### src/rtl/lsu_pkg.sv
// Shared state encoding, op constants and helpers for the load/store unit.
// The optional misaligned-access trap in lsu_ctrl is enabled by defining LSU_MISALIGN_TRAP_EN.
package lsu_pkg;

  localparam int INST_TYPE_W = 3;
  localparam logic [INST_TYPE_W-1:0] INST_NONE  = 3'd0;
  localparam logic [INST_TYPE_W-1:0] INST_LOAD  = 3'd1;
  localparam logic [INST_TYPE_W-1:0] INST_STORE = 3'd2;

  localparam int LSU_WSTRB_W = 8;

  // funct3 encodings; stores only use the B/H/W codes, anything else is a word access
  localparam logic [2:0] MEM_B  = 3'd0;
  localparam logic [2:0] MEM_H  = 3'd1;
  localparam logic [2:0] MEM_W  = 3'd2;
  localparam logic [2:0] MEM_BU = 3'd4;
  localparam logic [2:0] MEM_HU = 3'd5;

  typedef enum logic [2:0] {
    ST_IDLE  = 3'd0,
    ST_AR    = 3'd1,
    ST_R     = 3'd2,
    ST_STORE = 3'd3,
    ST_DONE  = 3'd4
  } lsu_state_e;

  function automatic logic access_misaligned(input logic is_store, input logic [2:0] op,
                                             input logic [1:0] addr_lo);
    logic mis;
    case (op)
      MEM_B:   mis = 1'b0;
      MEM_H:   mis = addr_lo[0];
      MEM_BU:  mis = is_store ? (addr_lo != 2'b00) : 1'b0;
      MEM_HU:  mis = is_store ? (addr_lo != 2'b00) : addr_lo[0];
      default: mis = (addr_lo != 2'b00);
    endcase
    return mis;
  endfunction

endpackage

### src/rtl/lsu_align.sv
// Combinational byte-lane logic: load extract with sign/zero extension and store lane shift/strobe.
// Misaligned halfwords/words simply use the low address bits, so straddling data is truncated.
module lsu_align
  import lsu_pkg::*;
#(
  parameter int DATA_W  = 32,
  parameter int WSTRB_W = LSU_WSTRB_W
) (
  input  logic [2:0]         mem_op_i,
  input  logic [1:0]         addr_lo_i,
  input  logic [DATA_W-1:0]  rdata_i,
  input  logic [DATA_W-1:0]  sdata_i,
  output logic [DATA_W-1:0]  load_data_o,
  output logic [DATA_W-1:0]  wdata_o,
  output logic [WSTRB_W-1:0] wstrb_o
);

  logic [7:0]  byte_lane;
  logic [15:0] half_lane;
  logic [3:0]  lane_strb;

  always_comb begin
    byte_lane = 8'(rdata_i >> {addr_lo_i, 3'b000});
    half_lane = 16'(rdata_i >> {addr_lo_i[1], 4'b0000});
    case (mem_op_i)
      MEM_B:   load_data_o = {{(DATA_W-8){byte_lane[7]}}, byte_lane};
      MEM_H:   load_data_o = {{(DATA_W-16){half_lane[15]}}, half_lane};
      MEM_BU:  load_data_o = {{(DATA_W-8){1'b0}}, byte_lane};
      MEM_HU:  load_data_o = {{(DATA_W-16){1'b0}}, half_lane};
      default: load_data_o = rdata_i;
    endcase

    case (mem_op_i)
      MEM_B: begin
        lane_strb = 4'b0001 << addr_lo_i;
        wdata_o   = {{(DATA_W-8){1'b0}}, sdata_i[7:0]} << {addr_lo_i, 3'b000};
      end
      MEM_H: begin
        lane_strb = 4'b0011 << {addr_lo_i[1], 1'b0};
        wdata_o   = {{(DATA_W-16){1'b0}}, sdata_i[15:0]} << {addr_lo_i[1], 4'b0000};
      end
      default: begin
        lane_strb = 4'b1111;
        wdata_o   = sdata_i;
      end
    endcase
    wstrb_o = {{(WSTRB_W-4){1'b0}}, lane_strb};
  end

endmodule

### src/rtl/lsu_ctrl.sv
// Load/store control stage: takes one op from execute, runs the dsram read or write, hands the result to write-back.
// Define LSU_MISALIGN_TRAP_EN to trap misaligned halfword/word accesses instead of issuing them to dsram.
module lsu_ctrl
  import lsu_pkg::*;
#(
  parameter int ADDR_W  = 32,
  parameter int DATA_W  = 32,
  parameter int WSTRB_W = LSU_WSTRB_W
) (
  input  logic                   clk,
  input  logic                   rst,
  input  logic                   valid_i,
  output logic                   ready_o,
  input  logic [INST_TYPE_W-1:0] inst_type_i,
  input  logic [2:0]             mem_op_i,
  input  logic [ADDR_W-1:0]      addr_i,
  input  logic [DATA_W-1:0]      sdata_i,
  input  logic [DATA_W-1:0]      alu_res_i,
  input  logic [ADDR_W-1:0]      pc_i,
  output logic                   arvalid_o,
  input  logic                   arready_i,
  input  logic                   rvalid_i,
  output logic                   rready_o,
  input  logic [DATA_W-1:0]      rdata_i,
  output logic [ADDR_W-1:0]      raddr_o,
  output logic [INST_TYPE_W-1:0] inst_type_o,
  output logic [ADDR_W-1:0]      awaddr_o,
  output logic [DATA_W-1:0]      wdata_o,
  output logic [WSTRB_W-1:0]     wstrb_o,
  output logic                   valid_o,
  input  logic                   ready_i,
  output logic [DATA_W-1:0]      wb_data_o,
  output logic [ADDR_W-1:0]      pc_o,
  output logic                   misalign_o
);

  lsu_state_e             state_q, state_d;
  logic [2:0]             op_q, op_d;
  logic [1:0]             addr_lo_q, addr_lo_d;
  logic                   ready_q, ready_d;
  logic                   arvalid_q, arvalid_d;
  logic                   rready_q, rready_d;
  logic                   valid_q, valid_d;
  logic                   misalign_q, misalign_d;
  logic [ADDR_W-1:0]      raddr_q, raddr_d;
  logic [ADDR_W-1:0]      awaddr_q, awaddr_d;
  logic [ADDR_W-1:0]      pc_q, pc_d;
  logic [INST_TYPE_W-1:0] inst_type_q, inst_type_d;
  logic [DATA_W-1:0]      wdata_q, wdata_d;
  logic [DATA_W-1:0]      wb_data_q, wb_data_d;
  logic [WSTRB_W-1:0]     wstrb_q, wstrb_d;

  logic                   idle;
  logic                   trap;
  logic [2:0]             align_op;
  logic [1:0]             align_addr;
  logic [ADDR_W-1:0]      word_addr;
  logic [DATA_W-1:0]      load_data;
  logic [DATA_W-1:0]      store_data;
  logic [WSTRB_W-1:0]     store_strb;

  // The aligner sees the incoming op in IDLE (store lanes registered at accept), the latched load otherwise.
  assign idle       = (state_q == ST_IDLE);
  assign align_op   = idle ? mem_op_i : op_q;
  assign align_addr = idle ? addr_i[1:0] : addr_lo_q;
  assign word_addr  = {addr_i[ADDR_W-1:2], 2'b00};

  lsu_align #(
    .DATA_W (DATA_W),
    .WSTRB_W(WSTRB_W)
  ) u_align (
    .mem_op_i   (align_op),
    .addr_lo_i  (align_addr),
    .rdata_i    (rdata_i),
    .sdata_i    (sdata_i),
    .load_data_o(load_data),
    .wdata_o    (store_data),
    .wstrb_o    (store_strb)
  );

`ifdef LSU_MISALIGN_TRAP_EN
  assign trap = ((inst_type_i == INST_LOAD)  && access_misaligned(1'b0, mem_op_i, addr_i[1:0])) ||
                ((inst_type_i == INST_STORE) && access_misaligned(1'b1, mem_op_i, addr_i[1:0]));
`else
  assign trap = 1'b0;
`endif

  always_comb begin
    state_d     = state_q;
    op_d        = op_q;
    addr_lo_d   = addr_lo_q;
    ready_d     = ready_q;
    arvalid_d   = arvalid_q;
    rready_d    = rready_q;
    valid_d     = valid_q;
    misalign_d  = misalign_q;
    raddr_d     = raddr_q;
    awaddr_d    = awaddr_q;
    pc_d        = pc_q;
    inst_type_d = inst_type_q;
    wdata_d     = wdata_q;
    wb_data_d   = wb_data_q;
    wstrb_d     = wstrb_q;

    case (state_q)
      ST_IDLE: begin
        if (valid_i) begin
          op_d      = mem_op_i;
          addr_lo_d = addr_i[1:0];
          pc_d      = pc_i;
          ready_d   = 1'b0;
          if (trap) begin
            state_d    = ST_DONE;
            valid_d    = 1'b1;
            misalign_d = 1'b1;
            wb_data_d  = '0;
          end else if (inst_type_i == INST_LOAD) begin
            state_d   = ST_AR;
            arvalid_d = 1'b1;
            raddr_d   = word_addr;
          end else if (inst_type_i == INST_STORE) begin
            state_d     = ST_STORE;
            inst_type_d = INST_STORE;
            awaddr_d    = word_addr;
            wdata_d     = store_data;
            wstrb_d     = store_strb;
          end else begin
            state_d   = ST_DONE;
            valid_d   = 1'b1;
            wb_data_d = alu_res_i;
          end
        end
      end
      // Read data arriving alongside the address handshake is ignored; only R samples rdata.
      ST_AR: begin
        if (arready_i) begin
          state_d   = ST_R;
          arvalid_d = 1'b0;
          rready_d  = 1'b1;
        end
      end
      ST_R: begin
        if (rvalid_i) begin
          state_d   = ST_DONE;
          rready_d  = 1'b0;
          valid_d   = 1'b1;
          wb_data_d = load_data;
        end
      end
      ST_STORE: begin
        state_d     = ST_DONE;
        inst_type_d = INST_NONE;
        wstrb_d     = '0;
        valid_d     = 1'b1;
        wb_data_d   = '0;
      end
      ST_DONE: begin
        if (ready_i) begin
          state_d    = ST_IDLE;
          valid_d    = 1'b0;
          misalign_d = 1'b0;
          ready_d    = 1'b1;
        end
      end
      default: begin
        state_d = ST_IDLE;
        ready_d = 1'b1;
      end
    endcase
  end

  always_ff @(posedge clk or negedge rst) begin
    if (!rst) begin
      state_q     <= ST_IDLE;
      op_q        <= '0;
      addr_lo_q   <= '0;
      ready_q     <= 1'b1;
      arvalid_q   <= 1'b0;
      rready_q    <= 1'b0;
      valid_q     <= 1'b0;
      misalign_q  <= 1'b0;
      raddr_q     <= '0;
      awaddr_q    <= '0;
      pc_q        <= '0;
      inst_type_q <= INST_NONE;
      wdata_q     <= '0;
      wb_data_q   <= '0;
      wstrb_q     <= '0;
    end else begin
      state_q     <= state_d;
      op_q        <= op_d;
      addr_lo_q   <= addr_lo_d;
      ready_q     <= ready_d;
      arvalid_q   <= arvalid_d;
      rready_q    <= rready_d;
      valid_q     <= valid_d;
      misalign_q  <= misalign_d;
      raddr_q     <= raddr_d;
      awaddr_q    <= awaddr_d;
      pc_q        <= pc_d;
      inst_type_q <= inst_type_d;
      wdata_q     <= wdata_d;
      wb_data_q   <= wb_data_d;
      wstrb_q     <= wstrb_d;
    end
  end

  assign ready_o     = ready_q;
  assign arvalid_o   = arvalid_q;
  assign rready_o    = rready_q;
  assign valid_o     = valid_q;
  assign misalign_o  = misalign_q;
  assign raddr_o     = raddr_q;
  assign awaddr_o    = awaddr_q;
  assign pc_o        = pc_q;
  assign inst_type_o = inst_type_q;
  assign wdata_o     = wdata_q;
  assign wb_data_o   = wb_data_q;
  assign wstrb_o     = wstrb_q;

endmodule

### config.mk
export PLATFORM = sky130hd
export DESIGN_NAME = lsu_ctrl
export DESIGN_NICKNAME = d
export VERILOG_FILES = /design/src/rtl/lsu_pkg.sv /design/src/rtl/lsu_align.sv /design/src/rtl/lsu_ctrl.sv
export SDC_FILE = /design/constraint.sdc
export NUM_CORES = 1
export LEC_CHECK = 0
export CAP_MARGIN = 20
export CELL_PAD_IN_SITES_DETAIL_PLACEMENT = 0
export CELL_PAD_IN_SITES_GLOBAL_PLACEMENT = 1
export CORE_MARGIN = 2
export CORE_UTILIZATION = 35
export CTS_CLUSTER_SIZE = 8
export DETAILED_ROUTE_END_ITERATION = 12
export PLACE_DENSITY = 0.92
export SLEW_MARGIN = 30
export SYNTH_ARGS = -nofsm -noshare
export SYNTH_HDL_FRONTEND = slang
export SYNTH_HIERARCHICAL = 1
export SYNTH_SLANG_ARGS = --single-unit
### constraint.sdc
create_clock -name clk -period 7.05 [get_ports clk]
set_input_delay 1.0575 -clock clk [delete_from_list [all_inputs] [get_ports clk]]
set_output_delay 1.0575 -clock clk [all_outputs]
set_load 0.01 [all_outputs]
==> results_dict.tcl <==
set metrics [dict create \
    status "finished clean" \
    synth_seq_cells 177 \
    gp_congestion 0.8309 \
    die_x_microns 159.8 \
    grt_max_degree 112 \
    whs_ns 0.4838 \
    path_buf_inv 0 \
    io_buffers 340 \
    end_kind "flip-flop" \
    rsz0062_at_grt "no" \
    syn_inst 740 \
    dieHeight_microns 159.8 \
    die_area_sq_um 25520 \
    ys_top_cells_by_area "dfrtp_1 (52%), mux2_2 (23%), nand2_1 (5.7%), o21ai_0 (3.2%), buf_4 (1.6%)" \
    timing.fmax_mhz 263.2 \
    dp_hpwl_microns 18940 \
    core-area_sq_um 23610 \
    cpPeakStageDelay_ns 0.68 \
    path_clk_slew_ns 0.08 \
    yosysSeqAreaShare_pct 52.18 \
    slew_violations 0 \
    start_util_pct 35.96 \
    cpMaxStageDelayCell "dfrtp_1" \
    yosys_warnings 6 \
    yosys.area_share.simple_pct 9.564 \
    drt_iter0_drc 387 \
    synth_top_family_by_area "multiplexers" \
    switching_share_pct 36.12 \
    first_global_vias 7206 \
    fin_crit_ns 3.799 \
    rows 56 \
    hold_class "in2async" \
    vias 6911 \
    synth_xor_area_share_pct 0.1032 \
    ys_types 48 \
    critPathKind "reg2reg" \
    drive_gt1_share_pct 20.92 \
    n_fill_cell 2099 \
    period_share_pct 53.89 \
    critPathLaunchType "flip-flop" \
    fin_ws_ns 3.251 \
    p_switching_mw 2.037 \
    cts_setup_buffers 0 \
    yosysTopAreaCell "dfrtp_1" \
    drc 0 \
    crit_family "simple AND/OR/NAND/NOR gates" \
    drtPass1Iterations 6 \
    cts-root-buf "clkbuf_16" \
    cts_buffer_depth 2 \
    postCtsResizedCells 0 \
    drt-total-wl_microns 25940 \
    peakVddDrop_mv 0.2202 \
    setup_violations 0 \
    cts_tree "built" \
    critPathRequiredTime_ns 7.36 \
    clock_skew_ns 0.01457 \
    critPathMaxFanout 24 \
    grt_usage_pct 20.01 \
    hold_violations 0 \
    synth-async-reset-ratio_pct 100.0 \
    maxSlewHeadroom_pct 40.88 \
    area_growth_pct 49.34 \
    cts_made_buffers 17 \
    regArea_sq_um 4431 \
    synth-main-ff-cell "dfrtp_1" \
    ioPinCount 348 \
    synth_area_per_cell_sq_um 11.47 \
    postCtsHoldBufs 0 \
    gr-total-overflow 0 \
    grt_pass1_wl_microns 40420 \
    clock-sinks 177 \
    synth_edf_count 0 \
    p_int_mw 3.603 \
    place_ws_ns 3.183 \
    htree_levels 4 \
    fin_util_pct 53.70 \
    viasPerCell 4.968 \
    worstMarginPinSlew_ns 0.8868 \
    clk_latency_ns 0.42 \
    nets 1230 \
    p_leak_nw 5.432 \
    synthMuxAreaShare_pct 23.46 \
    grt_antenna_before_repair 1 \
    detail_route.wl_per_cell_microns 18.65 \
    critPathArrivalTime_ns 4.11 \
    final_cell_count_no_fill 1391 \
    crit_chain "nor3_2 -> mux2_2 -> nor2b_1 -> nor2_1 -> a22oi_1 -> o21ai_0 -> nand2_1 -> o21ai_0 -> mux2_2" \
    clockPowerShare_pct 16.9 \
    cap_violations 0 \
    pwr-share-comb_pct 51.1 \
    power_density_nw_per_um2 444.8 \
    multiInputGateArea_sq_um 3705 \
    place_inst 1356 \
    synth_top_area_share_pct 51.87 \
    syn_area_sq_um 8491 \
    ant_nets 0 \
    final.setup.tns_ns 0 \
    synth_compound_area_share_pct 9.917 \
    synthAdderAreaFrac_pct 0 \
    p_seq_share_pct 32.1 \
]
==> area by class of cell <==
type	count	share of cell area, %
flip-flops and latches	177	34.94
clock inverters	13	1.056
multi-input cells	499	29.22
inverters	15	0.4539
well taps	319	3.148
clock buffers	19	3.493
repair buffers	348	27.67
diodes	1	0.01974
==> kinds of logic after synthesis <==
kind of cell           after synthesis
AO/OA/AOI/OAI                      130
XOR/XNOR                             1
buffers and inverters               73
flip-flops                         177
multiplexers                       176
other                                2
AND/OR/NAND/NOR                    181
==> routing by layer <==
layer	track usage (%)	wire, microns
met1	25.05	10670
met2	32.74	12490
met3	7.039	2297
met4	5.785	488
met5	0	0
==> power groups by stage <==
stage	Combinational, mW	Clock (mW)	Sequential [mW]
after floorplan	1.28	0	2.01
after global placement	2.86	0	1.80
after detailed placement	2.89	0	1.83
after CTS	2.91	0.978	1.81
after global routing	3.09	1.01	1.87
final	2.88	0.951	1.81
==> synthesized netlist by cell type, types with 2 or more instances <==
master,count
a31oi_1,3
o2bb2ai_1,8
a22oi_1,15
buf_2,15
nand2b_1,4
a222oi_1,8
a21oi_1,21
conb_1,2
a22o_1,8
clkbuf_1,20
o21ai_1,4
and3_1,2
and2_1,10
dfrtp_1,176
o21ai_0,54
buf_4,18
or2_2,2
nor2b_1,8
nor4_1,3
buf_6,5
o22ai_1,2
mux2_2,170
nand3b_1,2
inv_1,14
mux2_1,4
nor2_1,9
nor3_1,5
nand2_1,128
==> path summary, 6_finish.rpt <==
kind,startpoint,to,slack (ns),depth (start not counted)
worst max-delay path,state_q[1]$_DFFE_PN0P_,wb_data_o[5]$_DFFE_PN0P_,3.25,9
worst min-delay path,rst,raddr_o[16]$_DFFE_PN0P_,0.48,1
worst max register to register,state_q[1]$_DFFE_PN0P_,wb_data_o[5]$_DFFE_PN0P_,3.25,9
worst min register to register,wb_data_o[30]$_DFFE_PN0P_,wb_data_o[30]$_DFFE_PN0P_,0.49,1
max in group asynchronous,rst,ready_o$_DFFE_PN1P_,5.59,3
min in group clk,wb_data_o[30]$_DFFE_PN0P_,wb_data_o[30]$_DFFE_PN0P_,0.49,1
==> placed cells by master, fill, tap and decap left out, types with 4 or more instances in the layout <==
master and count:
inv_1 14, inv_8 5, dfrtp_1 176, mux2_2 170, nor2b_1 8, o2bb2ai_1 8, nor3_1 5, a22oi_1 15
buf_4 6, clkdlybuf4s50_1 339, nor2_1 9, a22o_1 8, o21ai_1 4, nand2_1 128, o21ai_0 54, mux2_1 4
a21oi_1 21, clkinv_4 4, and2_1 9, a222oi_1 8, conb_1 11, clkbuf_16 17
==> sequential cells by signal (all words and copies together) (netlist names) <==
register	flops
rready_o	1
pc_o	32
wdata_o	32
arvalid_o	1
valid_o	1
ready_o	1
state_q	3
inst_type_o	1
raddr_o	30
op_q	3
addr_lo_q	2
wstrb_o	8
awaddr_o	30
wb_data_o	32
==> stage by stage <==
stage,power [mW],instance area (sq um)
floorplan,3.289,8524
global placement,4.662,12040
detailed placement,4.719,12040
CTS,5.698,12620
global route,5.971,12680
finish,5.640,12680
Note: power is estimated with default switching activity, not from simulation.
